===== config.mk =====
export PLATFORM = sky130hd
export DESIGN_NAME = rr_lock_mux_flat
export DESIGN_NICKNAME = d
export VERILOG_FILES = /design/src/rtl/rr_lock_mux_if.sv /design/src/rtl/rr_lock_mux.sv /design/src/flat_wrapper.sv
export SDC_FILE = /design/constraint.sdc
export NUM_CORES = 1
export LEC_CHECK = 0
export ABC_AREA = 1
export CAP_MARGIN = 15
export CORE_MARGIN = 10
export CORE_UTILIZATION = 35
export DETAILED_ROUTE_END_ITERATION = 6
export PLACE_DENSITY = 0.72
export RECOVER_POWER = 25
export SYNTH_ARGS = -nofsm -noshare
export SYNTH_HDL_FRONTEND = slang
export SYNTH_SLANG_ARGS = --single-unit

===== constraint.sdc =====
create_clock -name clk -period 3.5 [get_ports clk]
set_clock_uncertainty 0.2 [all_clocks]
set_input_delay 0.7 -clock clk [delete_from_list [all_inputs] [get_ports clk]]
set_output_delay 0.7 -clock clk [all_outputs]
set_load 0.005 [all_outputs]

===== src/rtl/rr_lock_mux_if.sv =====
// rtl/rr_lock_mux_if.sv - request and output stream bundle for rr_lock_mux
// Ports (signals):
//   din_valid/din_ready/din_eot [SIZE]  per-channel handshake and last-beat flag
//   din_data [SIZE*WIDTH]               channel i at [i*WIDTH +: WIDTH]
//   dout_valid/dout_ready/dout_eot      shared downstream handshake and last-beat flag
//   dout_data [WIDTH], dout_ctrl [CW]   output beat and its source channel index
// Modports: slave = the mux itself, master = the producers/consumer around it.
interface rr_lock_mux_if #(
   parameter int SIZE  = 2,
   parameter int WIDTH = 16
);
   localparam int CW = (SIZE > 1) ? $clog2(SIZE) : 1;

   logic [SIZE-1:0]       din_valid;
   logic [SIZE-1:0]       din_ready;
   logic [SIZE*WIDTH-1:0] din_data;
   logic [SIZE-1:0]       din_eot;
   logic                  dout_valid;
   logic                  dout_ready;
   logic [WIDTH-1:0]      dout_data;
   logic                  dout_eot;
   logic [CW-1:0]         dout_ctrl;

   modport slave (
      input  din_valid, din_data, din_eot, dout_ready,
      output din_ready, dout_valid, dout_data, dout_eot, dout_ctrl
   );

   modport master (
      output din_valid, din_data, din_eot, dout_ready,
      input  din_ready, dout_valid, dout_data, dout_eot, dout_ctrl
   );
endinterface


===== src/rtl/rr_lock_mux.sv =====
// rtl/rr_lock_mux.sv - round-robin packet-locking fan-in mux with registered output
// Ports:
//   clk  rising-edge clock
//   rst  asynchronous active-low reset
//   bus  rr_lock_mux_if.slave: SIZE request streams in, one tagged stream out
// Parameters: SIZE channels, WIDTH data bits, LOCK=1 holds the grant until an eot beat.
module rr_lock_mux #(
   parameter int SIZE  = 2,
   parameter int WIDTH = 16,
   parameter int LOCK  = 1
) (
   input logic          clk,
   input logic          rst,
   rr_lock_mux_if.slave bus
);
   localparam int CW = (SIZE > 1) ? $clog2(SIZE) : 1;

   logic [CW-1:0]    ptr;
   logic             locked;
   logic [CW-1:0]    lock_idx;
   logic             out_valid;
   logic [WIDTH-1:0] out_data;
   logic             out_eot;
   logic [CW-1:0]    out_ctrl;

   logic             load;
   logic             win_found;
   logic [CW-1:0]    win_idx;
   logic [CW-1:0]    ptr_nxt;
   logic [WIDTH-1:0] win_data;
   logic             win_eot;
   logic [SIZE-1:0]  ready_vec;

   assign load = !out_valid || bus.dout_ready;

   // Scan from the far end back towards ptr so the last hit is the first
   // valid channel in round-robin order starting at ptr.
   always_comb begin
      int cand;
      cand      = 0;
      win_found = 1'b0;
      win_idx   = '0;
      if (locked) begin
         win_found = bus.din_valid[lock_idx];
         win_idx   = lock_idx;
      end else begin
         for (int k = SIZE - 1; k >= 0; k--) begin
            cand = int'(ptr) + k;
            if (cand >= SIZE) cand = cand - SIZE;
            if (bus.din_valid[cand]) begin
               win_found = 1'b1;
               win_idx   = CW'(cand);
            end
         end
      end
   end

   assign ptr_nxt  = (int'(win_idx) == SIZE - 1) ? '0 : win_idx + 1'b1;
   assign win_data = bus.din_data[win_idx*WIDTH +: WIDTH];
   assign win_eot  = bus.din_eot[win_idx];

   always_comb begin
      ready_vec = '0;
      if (rst && load && win_found) ready_vec[win_idx] = 1'b1;
   end

   always_ff @(posedge clk or negedge rst) begin
      if (!rst) begin
         ptr       <= '0;
         locked    <= 1'b0;
         lock_idx  <= '0;
         out_valid <= 1'b0;
         out_data  <= '0;
         out_eot   <= 1'b0;
         out_ctrl  <= '0;
      end else if (load) begin
         if (win_found) begin
            out_valid <= 1'b1;
            out_data  <= win_data;
            out_eot   <= win_eot;
            out_ctrl  <= win_idx;
            if (LOCK != 0 && !win_eot) begin
               locked   <= 1'b1;
               lock_idx <= win_idx;
            end else begin
               locked <= 1'b0;
               ptr    <= ptr_nxt;
            end
         end else begin
            // A locked channel that stalls leaves a bubble; the grant is kept.
            out_valid <= 1'b0;
         end
      end
   end

   assign bus.din_ready  = ready_vec;
   assign bus.dout_valid = out_valid;
   assign bus.dout_data  = out_data;
   assign bus.dout_eot   = out_eot;
   assign bus.dout_ctrl  = out_ctrl;
endmodule

===== src/flat_wrapper.sv =====
// flat-port wrapper written by rule: the top's interface ports become plain ports
module rr_lock_mux_flat 
#(
   parameter int SIZE  = 2,
   parameter int WIDTH = 16,
   parameter int LOCK  = 1
)
  (clk, rst, bus_din_valid, bus_din_data, bus_din_eot, bus_dout_ready, bus_din_ready, bus_dout_valid, bus_dout_data, bus_dout_eot, bus_dout_ctrl);
  rr_lock_mux_if #(.SIZE(SIZE), .WIDTH(WIDTH)) bus_i ();
  input logic clk;
  input logic rst;
  input wire logic [$bits(bus_i.din_valid)-1:0] bus_din_valid;
  input wire logic [$bits(bus_i.din_data)-1:0] bus_din_data;
  input wire logic [$bits(bus_i.din_eot)-1:0] bus_din_eot;
  input wire logic [$bits(bus_i.dout_ready)-1:0] bus_dout_ready;
  output wire logic [$bits(bus_i.din_ready)-1:0] bus_din_ready;
  output wire logic [$bits(bus_i.dout_valid)-1:0] bus_dout_valid;
  output wire logic [$bits(bus_i.dout_data)-1:0] bus_dout_data;
  output wire logic [$bits(bus_i.dout_eot)-1:0] bus_dout_eot;
  output wire logic [$bits(bus_i.dout_ctrl)-1:0] bus_dout_ctrl;
  assign bus_i.din_valid = bus_din_valid;
  assign bus_i.din_data = bus_din_data;
  assign bus_i.din_eot = bus_din_eot;
  assign bus_i.dout_ready = bus_dout_ready;
  assign bus_din_ready = bus_i.din_ready;
  assign bus_dout_valid = bus_i.dout_valid;
  assign bus_dout_data = bus_i.dout_data;
  assign bus_dout_eot = bus_i.dout_eot;
  assign bus_dout_ctrl = bus_i.dout_ctrl;
  rr_lock_mux #(.SIZE(SIZE), .WIDTH(WIDTH), .LOCK(LOCK)) u_core (.clk(clk), .rst(rst), .bus(bus_i));
endmodule

==> results by group, run 1 <==
Finish
  – Fin util: 55.3%
  – Area added between synthesis and finish: 54.3%
  – Layout net count: 250
  – Number of diodes: 0
  – Commonest non-fill, non-tap cell in the layout: nand2_1
  – Post-route insts no fill: 255
  – Ratio of cells with drive above 1 in the final layout: 7.66%
  – Most frequent cells in the layout: nand2_1 (63), clkdlybuf4s50_1 (58), inv_1 (23), dfrtp_1 (22), o211ai_1 (16)

GRT
  – Total GRT Usage: 10.2%
  – First-pass GRT wire length: 5130 um
  – Pin count of the biggest net entering global routing: 23
  – Number of global-route vias before repair: 1055
  – Initial antenna violation count: 0
  – Grt ovf: 0

Routing
  – Final ANT Viol Nets: 0
  – Post-Route WL: 3110 um
  – Vias/cell: 4.36
  – Initial drt markers: 58
  – Vias post-DR: 1111
  – Post-route DRC violation count: 0
  – Routed len/inst: 12.2 um
  – TritonRoute pass-1 iters: 4

STA
  – # setup viols final: 0
  – RSZ-0062 raised after global routing: no
  – Hold Fails Final Rpt: 0
  – Crit share post-route: 90.9%
  – Max Slew Vio Count: 0
  – Slew of the pin with the lowest slew margin: 1.21 ns
  – Final WS setup: 0.318 ns
  – Achievable Freq: 314 MHz
  – Final setup TNS: 0 ns
  – Worst rel slew slack: 19.2%
  – Tmin final: 3.18 ns

Placement
  – Routability congestion estimate: 0.722
  – Final HPWL DP: 2510 um
  – Port Buffers: 59
  – Dpl ws: 0.311 ns
  – Placed instance count: 252

Worst hold path
  – Tightest Hold Check Type: register to register
  – Worst Hold Path EP: u_core.ptr$_DFFE_PN0P_
  – Hold Path Cell Cnt: 2
  – Min-delay src: u_core.ptr$_DFFE_PN0P_

Power and ir drop
  – Leakage Power: 0.883 nW
  – Peak supply drop: 290 uV
  – PwrDens: 664 nW/um2

Setup path
  – CP Launch Point: bus_din_valid[1]
  – Worst r2r path cells: 7
  – Worst Setup Start Kind: input pin
  – FF-to-FF End: u_core.bus.dout_data[9]$_DFFE_PN0P_
  – Max FO, Critical Path: 19
  – Slowest cell delay on critical path: 0.51 ns
  – CP Cell Sequence: clkdlybuf4s50_1 -> inv_1 -> nor2_1 -> nand2_2 -> nand2_4 -> nand2_2 -> nor2_1 -> clkdlybuf4s50_1
  – Critical Path Sink Type: output pin
  – Register-to-register setup slack: 1.83 ns
  – Crit path DAT: 2.28 ns
  – RR Startpoint: u_core.locked$_DFFE_PN0P_
  – WP data required: 2.60 ns
  – Slowest CP cell: clkdlybuf4s50_1
  – Setup Crit Path Kind: input pin to output pin

Clocking
  – Postcts setup bufs: 0
  – Clk sinks: 22
  – # resized after CTS: 0
  – CTS clk-pin slew, worst paths: 0.11 ns
  – Max Root-Sink Buffers: 2
  – # hold bufs at CTS: 0
  – Max H-tree Level: 1
  – CTS tree: built
  – Num CTS Buffers: 3
  – Worst-Skew Late Latency: 0.30 ns
  – Root Driver: clkbuf_4

Synthesis
  – Post-synth cell types: 17
  – Mean post-synth cell area: 7.90 um2
  – Cells after synthesis: 149
  – Yosys warns: 0
  – Mapped Area: 1180 um2
  – Synthesized net count: 188
  – #FFs+latches synth: 22
  – Seq/Total Area, Yosys: 46.8%

Die
  – DIE HEIGHT: 78 um
  – Initial core utilization: 35.8%
  – Num ports: 60
  – Num rows: 21
  – DIE WIDTH: 78 um
  – Placeable Area: 3280 um2
  – Die area: 6080 um2

Outcome
  – Status: finished clean

Job
  – Max Cap Viol: 0
## critical path: cells and delay by family
family | cells | cell delay, ns
AND/OR/NAND/NOR | 5 | 0.55
buffers and inverters | 3 | 1.03
## cell usage after synthesis
cell	instances	area share, %
buf_6	4	3.8
inv_1	23	7.3
nand2_1	63	20
o21ai_0	1	0.42
nand3_2	1	0.85
nand3_1	4	1.7
nand2_2	4	2.1
nor3_2	1	0.85
buf_4	2	1.3
buf_2	1	0.42
nand2_4	1	0.96
a21oi_4	1	1.4
dfrtp_1	22	47
nor2_1	3	0.96
nand4_1	1	0.53
o211ai_1	16	10
inv_2	1	0.32
## logic make-up (layout without fill, tap and decap cells)
group	after synthesis	in the layout	share of synthesized area (%)
AOI/OAI and AO/OA	18	18	12.0
buffers and inverters	31	91	13.2
DFF	22	22	46.8
and+or+nand+nor	78	78	28.1
## per-layer routing
metal  wire [um]  vias to the layer above  track usage [%]
met5           0                        -                0
met4          12                        0             2.15
met3         223                        2             4.26
met2        1530                       26             16.9
met1        1350                      497             12.2
li1            -                      586                -
## state kept, by name, summed over array words and instances, names as in the netlist
name,count
u_core.bus.dout_valid,1
u_core.lock_idx,1
u_core.bus.dout_ctrl,1
u_core.bus.dout_eot,1
u_core.ptr,1
u_core.locked,1
u_core.bus.dout_data,16
## how the worst max path moves through the flow
stage | endpoint | slack, ns | cells after the start
final | bus_din_ready[1] | 0.32 | 8
after global routing | bus_din_ready[1] | 0.20 | 8
after CTS | bus_din_ready[1] | 0.30 | 8
after detailed placement | bus_din_ready[1] | 0.31 | 8
after global placement | bus_din_ready[1] | 0.31 | 8
after floorplan | bus_din_ready[1] | 1.22 | 7
## area by class of cell
type / count / area, um2
Multi-Input combinational cell: 96 / 472
Timing Repair Buffer: 64 / 624
Fill cell: 333 / 1470
Clock buffer: 3 / 22.5
Inverter: 24 / 90.1
Sequential cell: 22 / 551
Tap cell: 46 / 57.6
## per-stage QoR
stage	cell area [um2]	power (mW)	hold slack [ns]
after floorplan	1180	0.789	0.204
after CTS	1820	1.24	0.287
final	1820	1.21	0.283
after detailed placement	1800	1.12	0.258
after global routing	1820	1.33	0.313
after global placement	1800	1.11	0.256
## power by group
part	switching, mW	internal (mW)	total (mW)
logic	0.303	0.350	0.653
registers	0.0648	0.377	0.442
clock network	0.0723	0.0400	0.112
Note: power is estimated with default switching activity, not from simulation.
==> run 2: changes to the inputs <==
ABC_CLOCK_PERIOD_IN_PS = 3500   (was default)
GPL_TIMING_DRIVEN = 0   (was default)
==> run 2 against run 1 <==
Final area up 1.2%. Count of clock-buffer cells in the layout is the same. Power up 3.3%. Via count rose by 0.54%. Sequential power about the same. Wire length up 6.8%. Die area stayed put. Final cell count is 0.39% higher. Clock power barely moved. Fmax decreased by 1.6%. Register-to-register slack better by 0.02 ns. Critical path type unchanged. Critical endpoint unchanged. Largest cell class unchanged.
==> results by group, run 2 (synthesized netlist as in run 1, its figures left out) <==
Outcome
  – Status: finished clean

Die
  – Placeable Area: 3280 um2
  – Die area: 6080 um2
  – Initial core utilization: 35.8%
  – DIE HEIGHT: 78 um
  – DIE WIDTH: 78 um
  – Num rows: 21
  – Num ports: 60

GRT
  – Grt ovf: 0
  – Layer with the highest usage: met2
  – Total GRT Usage: 11.2%
  – Met2 GRT Util: 18.0%
  – First-pass GRT wire length: 5560 um
  – GR Util met3: 5.30%
  – GRT met1 Usage: 13.3%
  – Number of global-route vias before repair: 1119
  – Pin count of the biggest net entering global routing: 24
  – Initial antenna violation count: 0

Power and ir drop
  – PwrDens: 679 nW/um2
  – Tot Pwr: 1.25 mW
  – Peak supply drop: 388 uV
  – Leakage Power: 0.897 nW

Setup path
  – CP Cell Sequence: clkdlybuf4s50_1 -> nand2_2 -> a21oi_4 -> buf_6 -> nand2_2 -> nor2_1 -> clkdlybuf4s50_1
  – FF-to-FF End: u_core.bus.dout_data[14]$_DFFE_PN0P_
  – CP Depth: 7
  – CP Launch Point: bus_din_valid[0]
  – Worst r2r path cells: 7
  – Worst Setup Start Kind: input pin
  – Slowest cell delay on critical path: 0.52 ns
  – WP data required: 2.60 ns
  – Critical Path Sink Type: output pin
  – Delay-heaviest family, CP: buffers and inverters
  – Slowest CP cell: clkdlybuf4s50_1
  – Setup crit end: bus_din_ready[1]
  – Setup Crit Path Kind: input pin to output pin
  – Register-to-register setup slack: 1.85 ns
  – Buf/Inv on CP: 3
  – RR Startpoint: u_core.locked$_DFFE_PN0P_
  – Crit path DAT: 2.33 ns
  – Max FO, Critical Path: 10

Finish
  – Fill cells: 316
  – Area added between synthesis and finish: 56.1%
  – Max FFs per register: 16
  – Ratio of cells with drive above 1 in the final layout: 9.05%
  – Commonest non-fill, non-tap cell in the layout: nand2_1
  – Most frequent cells in the layout: nand2_1 (63), clkdlybuf4s50_1 (58), inv_1 (23), dfrtp_1 (22), o211ai_1 (16)
  – Number of diodes: 0
  – Layout net count: 251
  – Post-route insts no fill: 256

STA
  – Slew of the pin with the lowest slew margin: 0.578 ns
  – Final setup TNS: 0 ns
  – Crit share post-route: 92.4%
  – RSZ-0062 raised after global routing: no
  – Max Slew Vio Count: 0
  – Tmin final: 3.23 ns
  – # setup viols final: 0
  – Hold Fails Final Rpt: 0
  – Achievable Freq: 309 MHz
  – Worst rel slew slack: 61.5%

Routing
  – Vias post-DR: 1117
  – Vias/cell: 4.36
  – TritonRoute pass-1 iters: 4
  – Final ANT Viol Nets: 0
  – Routed len/inst: 13.0 um
  – Post-Route WL: 3320 um
  – Post-route DRC violation count: 0
  – Initial drt markers: 73

Clocking
  – CTS tree: built
  – Num CTS Buffers: 3
  – Worst-Skew Late Latency: 0.30 ns
  – Postcts setup bufs: 0
  – Max H-tree Level: 1
  – Root Driver: clkbuf_4
  – Max Root-Sink Buffers: 2
  – CTS clk-pin slew, worst paths: 0.11 ns
  – Clk sinks: 22

Job
  – Max Cap Viol: 0

Placement
  – Port Buffers: 59
  – Routability congestion estimate: 0.800
  – Final HPWL DP: 2580 um
  – Placed instance count: 254

Worst hold path
  – Tightest Hold Check Type: input pin to async pin
-- run 2: cell count changes in the layout (fill, tap and decap cells not counted) --
| cell | delta |
|---|---|
| clkbuf_2 | +1 |
| buf_6 | +4 |
| buf_4 | -2 |
| clkbuf_1 | -1 |
| dlygate4sd3_1 | -1 |
-- run 2: worst min-delay path by stage --
stage | endpoint | start | slack [ns]
2_1_floorplan | u_core.bus.dout_ctrl$_DFFE_PN0P_ | rst | 0.20
3_3_place_gp | u_core.bus.dout_ctrl$_DFFE_PN0P_ | u_core.bus.dout_ctrl$_DFFE_PN0P_ | 0.26
3_5_place_dp | u_core.ptr$_DFFE_PN0P_ | u_core.ptr$_DFFE_PN0P_ | 0.26
4_1_cts | u_core.ptr$_DFFE_PN0P_ | u_core.ptr$_DFFE_PN0P_ | 0.29
5_1_grt | u_core.bus.dout_data[6]$_DFFE_PN0P_ | rst | 0.19
6_report | u_core.bus.dout_data[6]$_DFFE_PN0P_ | rst | 0.17
-- run 2: what timing repair did --
item,4_1_cts,5_1_grt
hold buffers,0,0
endpoints found under the setup margin,2,2
resized for setup,1,2
pin swaps,0,0
-- run 2: final cells by class --
type                            instances  area, um2  share of cell area [%]
Sequential cell                        22        551                    30.0
Clock buffer                            3       22.5                    1.23
Inverter                               24       90.1                    4.90
Multi-Input combinational cell         96        472                    25.7
Timing Repair Buffer                   59        586                    31.9
Tap cell                               46       57.6                    3.13
Buffer                                  6       60.1                    3.27
-- run 2: report_power, final --
part / leakage (nW) / internal (mW) / switching, mW
clock: 0.0138 / 0.0401 / 0.0718
sequential: 0.266 / 0.377 / 0.0673
combinational: 0.617 / 0.371 / 0.320
total: 0.897 / 0.788 / 0.460
-- run 2: metal layers --
metal	vias up	part of all wire, %
met2	29	48
li1	583	-
met4	0	0.54
met3	4	8.3
met1	501	44
met5	-	0
-- run 2: metrics by stage --
step	setup WS, ns	hold slack, ns	area (um2)	utilization (%)
5_1_grt	0.134	0.191	1840	56.0
3_5_place_dp	-0.251	0.262	1830	55.6
4_1_cts	0.0346	0.290	1850	56.2
6_report	0.265	0.170	1840	56.0
3_3_place_gp	-0.229	0.255	1830	55.6
2_1_floorplan	1.22	0.204	1180	-
